$ cat src/rtl/ethernet_icmp_header_parser_pkg.sv
// Shared constants, state encoding and byte/word helpers for the ICMP header parser.
// Byte k of a 64-bit beat sits at tdata[8k+7:8k]; byte 0 is first on the wire.
package ethernet_icmp_header_parser_pkg;

  localparam logic [15:0] ETH_TYPE_IPV4    = 16'h0800;
  localparam logic [7:0]  IPV4_VER_IHL     = 8'h45;
  localparam logic [7:0]  IP_PROTO_ICMP    = 8'h01;
  localparam logic [7:0]  ICMP_ECHO_REQ    = 8'd8;
  localparam logic [7:0]  ICMP_ECHO_CODE   = 8'd0;

  localparam logic [2:0]  HDR_BEAT_FIRST   = 3'd0;
  localparam logic [2:0]  HDR_BEAT_ETHTYPE = 3'd1;
  localparam logic [2:0]  HDR_BEAT_PROTO   = 3'd2;
  localparam logic [2:0]  HDR_BEAT_ICMP    = 3'd4;
  localparam logic [2:0]  BEAT_CNT_MAX     = 3'd5;

  localparam logic [7:0]  KEEP_ALL         = 8'hFF;

  typedef enum logic [1:0] {
    IDLE    = 2'd0,
    PAYLOAD = 2'd1,
    DROP    = 2'd2,
    TAIL    = 2'd3
  } state_t;

  function automatic logic [7:0] beat_byte(input logic [63:0] data, input logic [2:0] idx);
    beat_byte = data[{idx, 3'b000} +: 8];
  endfunction

  // Network-order 16-bit word k of a beat: {byte 2k, byte 2k+1}.
  function automatic logic [15:0] beat_word(input logic [63:0] data, input logic [1:0] k);
    beat_word = {beat_byte(data, {k, 1'b0}), beat_byte(data, {k, 1'b1})};
  endfunction

endpackage

$ cat src/rtl/ethernet_icmp_seed_sum.sv
// Beat-4 seed adder: sums the ICMP type/code, checksum and identifier words
// (frame bytes 34..39 = beat bytes 2..7) into a 21-bit partial sum.
module ethernet_icmp_seed_sum
  import ethernet_icmp_header_parser_pkg::*;
#(
  parameter bit ZERO_CSUM_FIELD = 1'b1
) (
  input  logic [63:0] i_tdata,
  output logic [20:0] o_sum
);

  logic [15:0] w_type_code;
  logic [15:0] w_csum;
  logic [15:0] w_ident;

  assign w_type_code = beat_word(i_tdata, 2'd1);
  // The checksum field is treated as zero so the downstream accumulator can compute it.
  assign w_csum      = ZERO_CSUM_FIELD ? 16'h0000 : beat_word(i_tdata, 2'd2);
  assign w_ident     = beat_word(i_tdata, 2'd3);

  assign o_sum = {5'd0, w_type_code} + {5'd0, w_csum} + {5'd0, w_ident};

endmodule

$ cat src/rtl/ethernet_icmp_header_parser.sv
// Qualifies Ethernet/IPv4(IHL=5)/ICMP frames on a 64-bit RX stream and drives the
// checksum accumulator's valid window, beat-4 seed sum and beat-5 seed strobe.
module ethernet_icmp_header_parser
  import ethernet_icmp_header_parser_pkg::*;
#(
  parameter bit ECHO_ONLY       = 1'b1,
  parameter bit ZERO_CSUM_FIELD = 1'b1,
  parameter int CNT_W           = 16
) (
  input  logic             i_clk,
  input  logic             i_reset,
  input  logic [63:0]      i_rx_axis_tdata,
  input  logic             i_rx_axis_tvalid,
  input  logic             i_rx_axis_tlast,
  input  logic [7:0]       i_rx_axis_tkeep,
  output logic             o_icmp_valid,
  output logic [20:0]      o_icmp_crc_part1,
  output logic             o_icmp_crc_part1_ready,
  output logic [7:0]       o_icmp_type,
  output logic [7:0]       o_icmp_code,
  output logic [CNT_W-1:0] o_icmp_cnt,
  output logic [CNT_W-1:0] o_drop_cnt
);

  state_t           r_state;
  state_t           w_state_nxt;
  logic [2:0]       r_beat_cnt;
  logic [2:0]       w_beat_cnt_nxt;
  logic [2:0]       w_beat_cnt_inc;
  logic             r_ok;
  logic             r_pending;
  logic             r_icmp_valid;
  logic [20:0]      r_part1;
  logic [7:0]       r_type;
  logic [7:0]       r_code;
  logic [CNT_W-1:0] r_icmp_cnt;
  logic [CNT_W-1:0] r_drop_cnt;

  logic [20:0]      w_seed_sum;
  logic [15:0]      w_ethtype;
  logic [7:0]       w_icmp_type;
  logic [7:0]       w_icmp_code;
  logic             w_beat_ok;
  logic             w_hdr_ok;
  logic             w_hdr_beat;
  logic             w_seed_load;
  logic             w_drop_evt;
  logic             w_payload_beat;

  ethernet_icmp_seed_sum #(
    .ZERO_CSUM_FIELD (ZERO_CSUM_FIELD)
  ) u_seed_sum (
    .i_tdata (i_rx_axis_tdata),
    .o_sum   (w_seed_sum)
  );

  assign w_ethtype      = beat_word(i_rx_axis_tdata, 2'd2);
  assign w_icmp_type    = beat_byte(i_rx_axis_tdata, 3'd2);
  assign w_icmp_code    = beat_byte(i_rx_axis_tdata, 3'd3);
  assign w_beat_cnt_inc = (r_beat_cnt >= BEAT_CNT_MAX) ? BEAT_CNT_MAX : (r_beat_cnt + 3'd1);
  assign w_hdr_beat     = i_rx_axis_tvalid && ((r_state == IDLE) || (r_state == TAIL));

  // Per-beat header field check, selected by the beat index.
  always_comb begin
    w_beat_ok = 1'b1;
    case (r_beat_cnt)
      HDR_BEAT_ETHTYPE: w_beat_ok = (w_ethtype == ETH_TYPE_IPV4) &&
                                    (beat_byte(i_rx_axis_tdata, 3'd6) == IPV4_VER_IHL);
      HDR_BEAT_PROTO:   w_beat_ok = (beat_byte(i_rx_axis_tdata, 3'd7) == IP_PROTO_ICMP);
      HDR_BEAT_ICMP:    w_beat_ok = (i_rx_axis_tkeep == KEEP_ALL) &&
                                    (!ECHO_ONLY || ((w_icmp_type == ICMP_ECHO_REQ) &&
                                                    (w_icmp_code == ICMP_ECHO_CODE)));
      default:          w_beat_ok = 1'b1;
    endcase
  end

  // Beat 0 restarts the sticky flag; later header beats can only clear it.
  assign w_hdr_ok = (r_beat_cnt == HDR_BEAT_FIRST) ? w_beat_ok : (r_ok && w_beat_ok);

  always_comb begin
    w_state_nxt    = r_state;
    w_beat_cnt_nxt = r_beat_cnt;
    w_seed_load    = 1'b0;
    w_drop_evt     = 1'b0;
    w_payload_beat = 1'b0;
    case (r_state)
      // TAIL holds for one cycle; a beat accepted in it is beat 0 of the next frame.
      IDLE, TAIL: begin
        w_state_nxt = IDLE;
        if (i_rx_axis_tvalid) begin
          if (r_beat_cnt == HDR_BEAT_ICMP) begin
            w_beat_cnt_nxt = w_beat_cnt_inc;
            if (w_hdr_ok && !i_rx_axis_tlast) begin
              w_state_nxt = PAYLOAD;
              w_seed_load = 1'b1;
            end else if (i_rx_axis_tlast) begin
              w_drop_evt     = 1'b1;
              w_beat_cnt_nxt = 3'd0;
            end else begin
              w_state_nxt = DROP;
            end
          end else if (i_rx_axis_tlast) begin
            w_drop_evt     = 1'b1;
            w_beat_cnt_nxt = 3'd0;
          end else begin
            w_beat_cnt_nxt = w_beat_cnt_inc;
          end
        end else begin
          w_beat_cnt_nxt = r_beat_cnt;
        end
      end
      PAYLOAD: begin
        if (i_rx_axis_tvalid) begin
          w_payload_beat = 1'b1;
          if (i_rx_axis_tlast) begin
            w_state_nxt    = TAIL;
            w_beat_cnt_nxt = 3'd0;
          end else begin
            w_beat_cnt_nxt = w_beat_cnt_inc;
          end
        end else begin
          w_state_nxt = PAYLOAD;
        end
      end
      DROP: begin
        if (i_rx_axis_tvalid && i_rx_axis_tlast) begin
          w_state_nxt    = IDLE;
          w_drop_evt     = 1'b1;
          w_beat_cnt_nxt = 3'd0;
        end else if (i_rx_axis_tvalid) begin
          w_beat_cnt_nxt = w_beat_cnt_inc;
        end else begin
          w_state_nxt = DROP;
        end
      end
      default: begin
        w_state_nxt    = IDLE;
        w_beat_cnt_nxt = 3'd0;
      end
    endcase
  end

  always_ff @(posedge i_clk) begin
    if (i_reset) begin
      r_state    <= IDLE;
      r_beat_cnt <= 3'd0;
    end else begin
      r_state    <= w_state_nxt;
      r_beat_cnt <= w_beat_cnt_nxt;
    end
  end

  always_ff @(posedge i_clk) begin
    if (i_reset) begin
      r_ok         <= 1'b0;
      r_pending    <= 1'b0;
      r_icmp_valid <= 1'b0;
      r_part1      <= 21'd0;
      r_type       <= 8'd0;
      r_code       <= 8'd0;
      r_icmp_cnt   <= {CNT_W{1'b0}};
      r_drop_cnt   <= {CNT_W{1'b0}};
    end else begin
      if (w_hdr_beat) begin
        r_ok <= w_hdr_ok;
      end
      if (w_seed_load) begin
        r_pending <= 1'b1;
      end else if (w_payload_beat) begin
        r_pending <= 1'b0;
      end
      // Seed and captured type/code stay put until the next qualifying frame.
      if (w_seed_load) begin
        r_part1    <= w_seed_sum;
        r_type     <= w_icmp_type;
        r_code     <= w_icmp_code;
        r_icmp_cnt <= r_icmp_cnt + {{(CNT_W-1){1'b0}}, 1'b1};
      end
      if (w_drop_evt) begin
        r_drop_cnt <= r_drop_cnt + {{(CNT_W-1){1'b0}}, 1'b1};
      end
      r_icmp_valid <= (w_state_nxt == PAYLOAD) || (w_state_nxt == TAIL);
    end
  end

  assign o_icmp_valid           = r_icmp_valid;
  assign o_icmp_crc_part1       = r_part1;
  // Combinational so the strobe lines up with beat 5 on the bus even after tvalid gaps.
  assign o_icmp_crc_part1_ready = r_pending & i_rx_axis_tvalid;
  assign o_icmp_type            = r_type;
  assign o_icmp_code            = r_code;
  assign o_icmp_cnt             = r_icmp_cnt;
  assign o_drop_cnt             = r_drop_cnt;

endmodule

$ cat config.mk
export PLATFORM = sky130hd
export DESIGN_NAME = ethernet_icmp_header_parser
export DESIGN_NICKNAME = d
export VERILOG_FILES = /design/src/rtl/ethernet_icmp_header_parser_pkg.sv /design/src/rtl/ethernet_icmp_seed_sum.sv /design/src/rtl/ethernet_icmp_header_parser.sv
export SDC_FILE = /design/constraint.sdc
export NUM_CORES = 1
export LEC_CHECK = 0
export CAP_MARGIN = 20
export CORE_ASPECT_RATIO = 1.2
export CORE_UTILIZATION = 45
export DETAILED_ROUTE_END_ITERATION = 6
export GPL_TIMING_DRIVEN = 1
export PLACE_DENSITY = 0.81
export SLEW_MARGIN = 20
export SYNTH_ARGS = -nofsm -noshare
export SYNTH_HDL_FRONTEND = slang
export SYNTH_SLANG_ARGS = --single-unit
$ cat constraint.sdc
create_clock -name i_clk -period 2.8 [get_ports i_clk]
set_input_delay 0.56 -clock i_clk [delete_from_list [all_inputs] [get_ports i_clk]]
set_output_delay 0.56 -clock i_clk [all_outputs]
set_load 0.01 [all_outputs]
# [Word level (Yosys, flattened, before mapping)]
# Cells that the tools add are included.
[op_classes] reduce_logical=16 n_eq_ne=16 bitwise=1 mux=34 add_sub_neg=4 order_cmp=1
[ops] op="16-bit by 1-bit adder with 16-bit output, second input constant" n=2
[ops] op="3-bit two-way mux" n=8
[ops] op="16-bit by 16-bit adder with 17-bit output" n=1
[ops] op="16-bit by 12-bit == test with 1-bit output, second input constant" n=1
[ops] op="2-bit two-way mux" n=8
[ops] op="1-bit two-way mux" n=14
[ops] op="3-bit case mux with 3 select lines" n=1
[ops] op="8-bit by 1-bit == test with 1-bit output, second input constant" n=1
[ops] op="8-bit by 4-bit == test with 1-bit output, second input constant" n=1
[ops] op="8-bit by 7-bit == test with 1-bit output, second input constant" n=1
[ops] op="8-bit == test, second input constant" n=1
[ops] op="8-bit logical NOT" n=1
[ops] op="1-bit logical AND" n=7
[ops] op="2-bit == test, second input constant" n=3
[ops] op="2-bit case mux with 3 select lines" n=1
[ops] op="2-bit by 1-bit == test with 1-bit output, second input constant" n=2
[ops] op="2-bit inequality test, second input constant" n=2
[ops] op="3-bit by 1-bit adder with 3-bit output, second input constant" n=1
[ops] op="3-bit by 1-bit == test with 1-bit output, second input constant" n=1
[ops] op="3-bit by 2-bit == test with 1-bit output, second input constant" n=1
[ops] op="3-bit == test, second input constant" n=1
[ops] op="3-bit >= comparator, second input constant" n=1
[ops] op="3-bit logical NOT" n=1
[ops] op="3-bit inequality test, second input constant" n=1
[ops] op="other kinds (9)" n=10
[totals] inputBits=76 output_inout_bits=71 word_cells=82 ff_bits=77

# [Logic depth before layout (Yosys ltp)]
[logic_depth] word_depth=13 mapped_depth=10 ltp_nobuf=9

# [By module]
# Synthesis repeated with hierarchy kept, for this count alone.
[unflattened] hier_cells=478 hier_area_um2=4137.7
[by_module_without_submodules] module="ethernet_icmp_header_parser" n_inst=1 cells_each=359 seq_area_each_um2=1541.5 area_each_um2=3268.1
[by_module_without_submodules] module="ethernet_icmp_seed_sum" n_inst=1 cells_each=119 seq_area_each_um2=0.0 area_each_um2=869.6

# [Least setup slack after synthesis]
# OpenSTA, ideal clock, no wires.
[synth_timing] kind="input port to flip-flop" start="input port i_rx_axis_tdata[18]" end="register r_part1[14] (netlist: o_icmp_crc_part1[14])" required_time_ps=2722 path_slack_ps=290 setup_time_ps=78 arrival_ps=2433 path_stages=8 path_buffers=1 path_cell_list="ha_1 -> clkbuf_1 -> a21o_1 -> a2111oi_1 -> mux2_2 -> a31oi_1 -> a31oi_1 -> nor3_1"
[synth_via] elab_chain_len=11 word_cells_on_any_way=12 classes_between="1 x add/sub; 1 x eq/ne; 6 x mux; 4 x reduce/logical"
[synth_lines] item="start, declared" line="ethernet_icmp_header_parser.sv:12" rtl="input logic [63:0] i_rx_axis_tdata,"
[synth_lines] item="8-bit by 4-bit == test with 1-bit output" line="ethernet_icmp_header_parser.sv:71" rtl="(!ECHO_ONLY || ((w_icmp_type == ICMP_ECHO_REQ) &&"
[synth_lines] item="1-bit logical AND" line="ethernet_icmp_header_parser.sv:71"
[synth_lines] item="1-bit logical AND" line="ethernet_icmp_header_parser.sv:70" rtl="HDR_BEAT_ICMP: w_beat_ok = (i_rx_axis_tkeep == KEEP_ALL) &&"
[synth_lines] item="1-bit case mux with 3 select lines" line="ethernet_icmp_header_parser.sv:66" rtl="case (r_beat_cnt)"
[synth_lines] item="1-bit logical AND" line="ethernet_icmp_header_parser.sv:78" rtl="assign w_hdr_ok = (r_beat_cnt == HDR_BEAT_FIRST) ? w_beat_ok : (r_ok && w_beat_ok);"
[synth_lines] item="1-bit two-way mux" line="ethernet_icmp_header_parser.sv:78"
[synth_lines] item="1-bit logical AND" line="ethernet_icmp_header_parser.sv:93" rtl="if (w_hdr_ok && !i_rx_axis_tlast) begin"
[synth_lines] item="1-bit two-way mux" line="ethernet_icmp_header_parser.sv:93"
[synth_lines] item="1-bit two-way mux" line="ethernet_icmp_header_parser.sv:91" rtl="if (r_beat_cnt == HDR_BEAT_ICMP) begin"
[synth_lines] item="1-bit two-way mux" line="ethernet_icmp_header_parser.sv:90" rtl="if (i_rx_axis_tvalid) begin"
[synth_lines] item="1-bit two-way mux" line="ethernet_icmp_header_parser.sv:86" rtl="case (r_state)"
[synth_lines] item="end signal, assigned" line="ethernet_icmp_header_parser.sv:174" rtl="r_part1 <= w_seed_sum;"
[synth_lines] item="end, declared" line="ethernet_icmp_header_parser.sv:33" rtl="logic [20:0] r_part1;"
# Several ways; a longest one is shown, not always the timed one.
# A chain may end at the register's enable or synchronous reset.

# [Final worst setup path]
[layout_timing] start="input port i_rx_axis_tdata[24]" end="register r_part1[14] (netlist: o_icmp_crc_part1[14])"
[layout_via] elab_chain_len=11 word_cells_on_any_way=12 classes_between="1 x add/sub; 6 x mux; 5 x reduce/logical"
[layout_lines] item="8-bit logical NOT" line="ethernet_icmp_header_parser.sv:72" rtl="(w_icmp_code == ICMP_ECHO_CODE)));"
[layout_lines] item="1-bit logical AND" line="ethernet_icmp_header_parser.sv:71"
[layout_lines] item="1-bit logical AND" line="ethernet_icmp_header_parser.sv:70"
[layout_lines] item="1-bit case mux with 3 select lines" line="ethernet_icmp_header_parser.sv:66"
[layout_lines] item="1-bit logical AND" line="ethernet_icmp_header_parser.sv:78"
[layout_lines] item="1-bit two-way mux" line="ethernet_icmp_header_parser.sv:78"
[layout_lines] item="1-bit logical AND" line="ethernet_icmp_header_parser.sv:93"
[layout_lines] item="1-bit two-way mux" line="ethernet_icmp_header_parser.sv:93"
[layout_lines] item="1-bit two-way mux" line="ethernet_icmp_header_parser.sv:91"
[layout_lines] item="1-bit two-way mux" line="ethernet_icmp_header_parser.sv:90"
[layout_lines] item="1-bit two-way mux" line="ethernet_icmp_header_parser.sv:86"
# Several ways; a longest one is shown, not always the timed one.

==> metrics.yaml <==
rsz0062_at_grt: "false"
outcome: "finished, final reports clean"
ys_async_sr_fraction_pct: 0
critPathMaxFanout: 4
p_leak_nw: 2.26
synth-seq-area-share_pct: 36.7
gp_congestion: 0.878
ys_types: 59
wl_met3_microns: 777
final_cells: 763
required_ps: 3020
fin_crit_sh_pct: 93.5
rr_startpoint: "r_beat_cnt[0]$_SDFFE_PP0P_"
grt_overflow_total: 0
synth_edf_count: 0
drtIter0Drc: 169
ys_top_cells_by_count: "dfxtp_1 (73), nor2_1 (41), nand2_1 (40), a21oi_1 (37), ha_1 (25)"
fin_ws_ps: 182
fillers: 693
setup_viol: 0
place_ws_ps: -349
grt_pass1_vias: 4039
power_w: 0.00226
die_h_microns: 105
grt_pass1_wl_mm: 18.0
die_area_sq_um: 9220
die_w_microns: 87.8
critPathLaunchType: "primary input"
clk_pin_slew_ps: 70
worstSetupEndpointType: "register"
ys_warn_count: 0
critical_path_class: "in2reg"
dp_hpwl_mm: 8.35
crit_arrival_ps: 2840
syn_area_per_cell_sq_um: 8.47
cts_tree: "yes"
io_buffers: 126
yosysMostFrequentCell: "dfxtp_1"
wirelength_mm: 10.8
insertion_delay_ps: 350
fp.coreArea_sq_um: 8560
nets: 743
clock_path_buffers: 2
drc: 0
crit_start: "i_rx_axis_tdata[24]"
fmax_mhz: 382
drt.antenna.violating_nets: 0
synth_largest_area_cell: "dfxtp_1"
finalClockSkew_ps: 10.3
first_pass_iters: 5
routedWlPerCell_microns: 14.2
relSlewSlack_pct: 63.4
drv_slew: 0
antenna_cells: 0
hp-start: "o_icmp_crc_part1[3]$_SDFFE_PP0P_"
fin_crit_ps: 2620
maxUsedRoutingLayer: "met4"
ys_ff_latch: 73
synth_area_sq_um: 3980
maxCapViolations: 0
grt_use_total_pct: 24.8
cts-root-buf: "clkbuf_8"
worst_pin_slew_ps: 535
cts.sinks: 73
antenna_found_initial: 0
via_per_inst: 5.33
hold_path_class: "reg2reg"
h-tree-depth: 3
netlist.area_leader.share_pct: 36.7
wl_met1_mm: 4.43
rows: 37
synthTopCellsByArea: "dfxtp_1 (37%), ha_1 (7.9%), a21oi_1 (4.7%), nor2_1 (3.9%), nand2_1 (3.8%)"
utilization_pct: 68.9
dp_cells: 747
hold_violations: 0
start_util_pct: 46.5
layout-drive-gt1-share_pct: 12.5
io_pins: 147
cts_hold_buf: 0
ir_worst_vdd_uv: 217
vias: 4064
power_density_nw_per_um2: 383
syn_inst: 470
met2_length_mm: 5.29
cts_buffers: 9
grt_max_degree: 54
areaGrowthSynthToFinish_pct: 48.3
synth-main-ff-cell: "dfxtp_1"
where the power goes:
group | switching, W | internal [W] | leakage (nW)
Sequential | 0.00000680 | 0.00104 | 0.588
Combinational | 0.000186 | 0.000224 | 1.57
Clock | 0.000385 | 0.000417 | 0.102
Total | 0.000578 | 0.00168 | 2.26
path summary, 6_finish.rpt:
kind / slack [ps] / cells after the start / endpoint
worst max register to register: 270 / 8 / o_icmp_cnt[12]$_SDFFE_PP0P_
worst min-delay path: 450 / 2 / o_icmp_crc_part1[3]$_SDFFE_PP0P_
worst max-delay path: 180 / 10 / o_icmp_crc_part1[14]$_SDFFE_PP0P_
worst min register to register: 450 / 2 / o_icmp_crc_part1[3]$_SDFFE_PP0P_
routing by layer:
metal	up-vias	track usage [%]
li1	2035	-
met1	1841	28.3
met2	163	42.2
met3	25	7.27
met4	0	10.5
met5	-	0
placed cells by master, fill, tap and decap left out, types with 3 or more instances in the layout:
cell             instances
clkdlybuf4s50_1        125
dfxtp_1                 73
buf_4                   50
nor2_1                  41
nand2_1                 40
a21oi_1                 36
ha_1                    25
inv_1                   21
nand3_1                 21
o21ai_0                 21
and2_1                  20
clkbuf_8                13
xor2_1                  12
xnor2_1                 12
nor3_1                  10
o21a_1                   8
nor4_1                   7
nand4_1                  7
or3_1                    7
a211oi_1                 7
and3_1                   5
o31ai_1                  5
or4_1                    5
and4_1                   4
nand2b_1                 4
nor4b_1                  4
a31oi_1                  4
conb_1                   4
o211ai_1                 3
a2111oi_0                3
mux2_2                   3
a211o_1                  3
a21o_1                   3
layout make-up:
cell class	count	area, sq um	area share (%)
clock buffer	14	183	3.10
clock inverter	2	10.0	0.170
inverter	22	82.6	1.40
timing repair buffer	177	1650	28.0
sequential	73	1460	24.8
tap	117	146	2.48
multi-input combinational	358	2370	40.1
stage by stage:
stage	cell area, sq um	setup TNS, ps	hold WS [ps]
after floorplan	3990	0	432
after global placement	5680	-1690	440
after detailed placement	5680	-2180	444
after CTS	5880	0	459
after global routing	5900	0	472
final	5900	0	452
registers in the layout, summed over array words and instances, names as in the netlist:
register,cells
r_pending,1
o_icmp_cnt,16
o_icmp_type,8
o_icmp_crc_part1,17
r_state,2
r_beat_cnt,3
o_icmp_code,8
r_ok,1
o_icmp_valid,1
o_drop_cnt,16
what timing repair did:
| action | CTS | global route |
|---|---|---|
| gates resized for setup | 0 | 6 |
| endpoints found under the hold margin | 0 | 0 |
| endpoints found under the setup margin | 0 | 7 |
| setup buffers | 0 | 0 |
cells by family (layout without fill, tap and decap cells):
| logic type | after synthesis | count (layout) | share of synthesized area (%) |
|---|---|---|---|
| AND/OR/NAND/NOR | 190 | 190 | 25.8 |
| AO/OA/AOI/OAI | 111 | 111 | 18.1 |
| flip-flops | 73 | 73 | 36.7 |
| buffers and inverters | 42 | 215 | 4.69 |
| adder cells (fa/ha/maj) | 26 | 26 | 8.36 |
| XOR/XNOR | 24 | 24 | 5.28 |
| multiplexers | 3 | 3 | 0.849 |
| other | 1 | 4 | 0.0942 |
worst max-delay path: stages:
cell             delay [ps]
clkdlybuf4s50_1         500
ha_1                    180
inv_1                    60
fa_1                    380
nand2b_1                180
a21oi_2                 220
o21ai_2                 110
or4_1                   410
a31oi_1                 170
nor3_1                   60
Note: power is estimated with default switching activity, not from simulation.
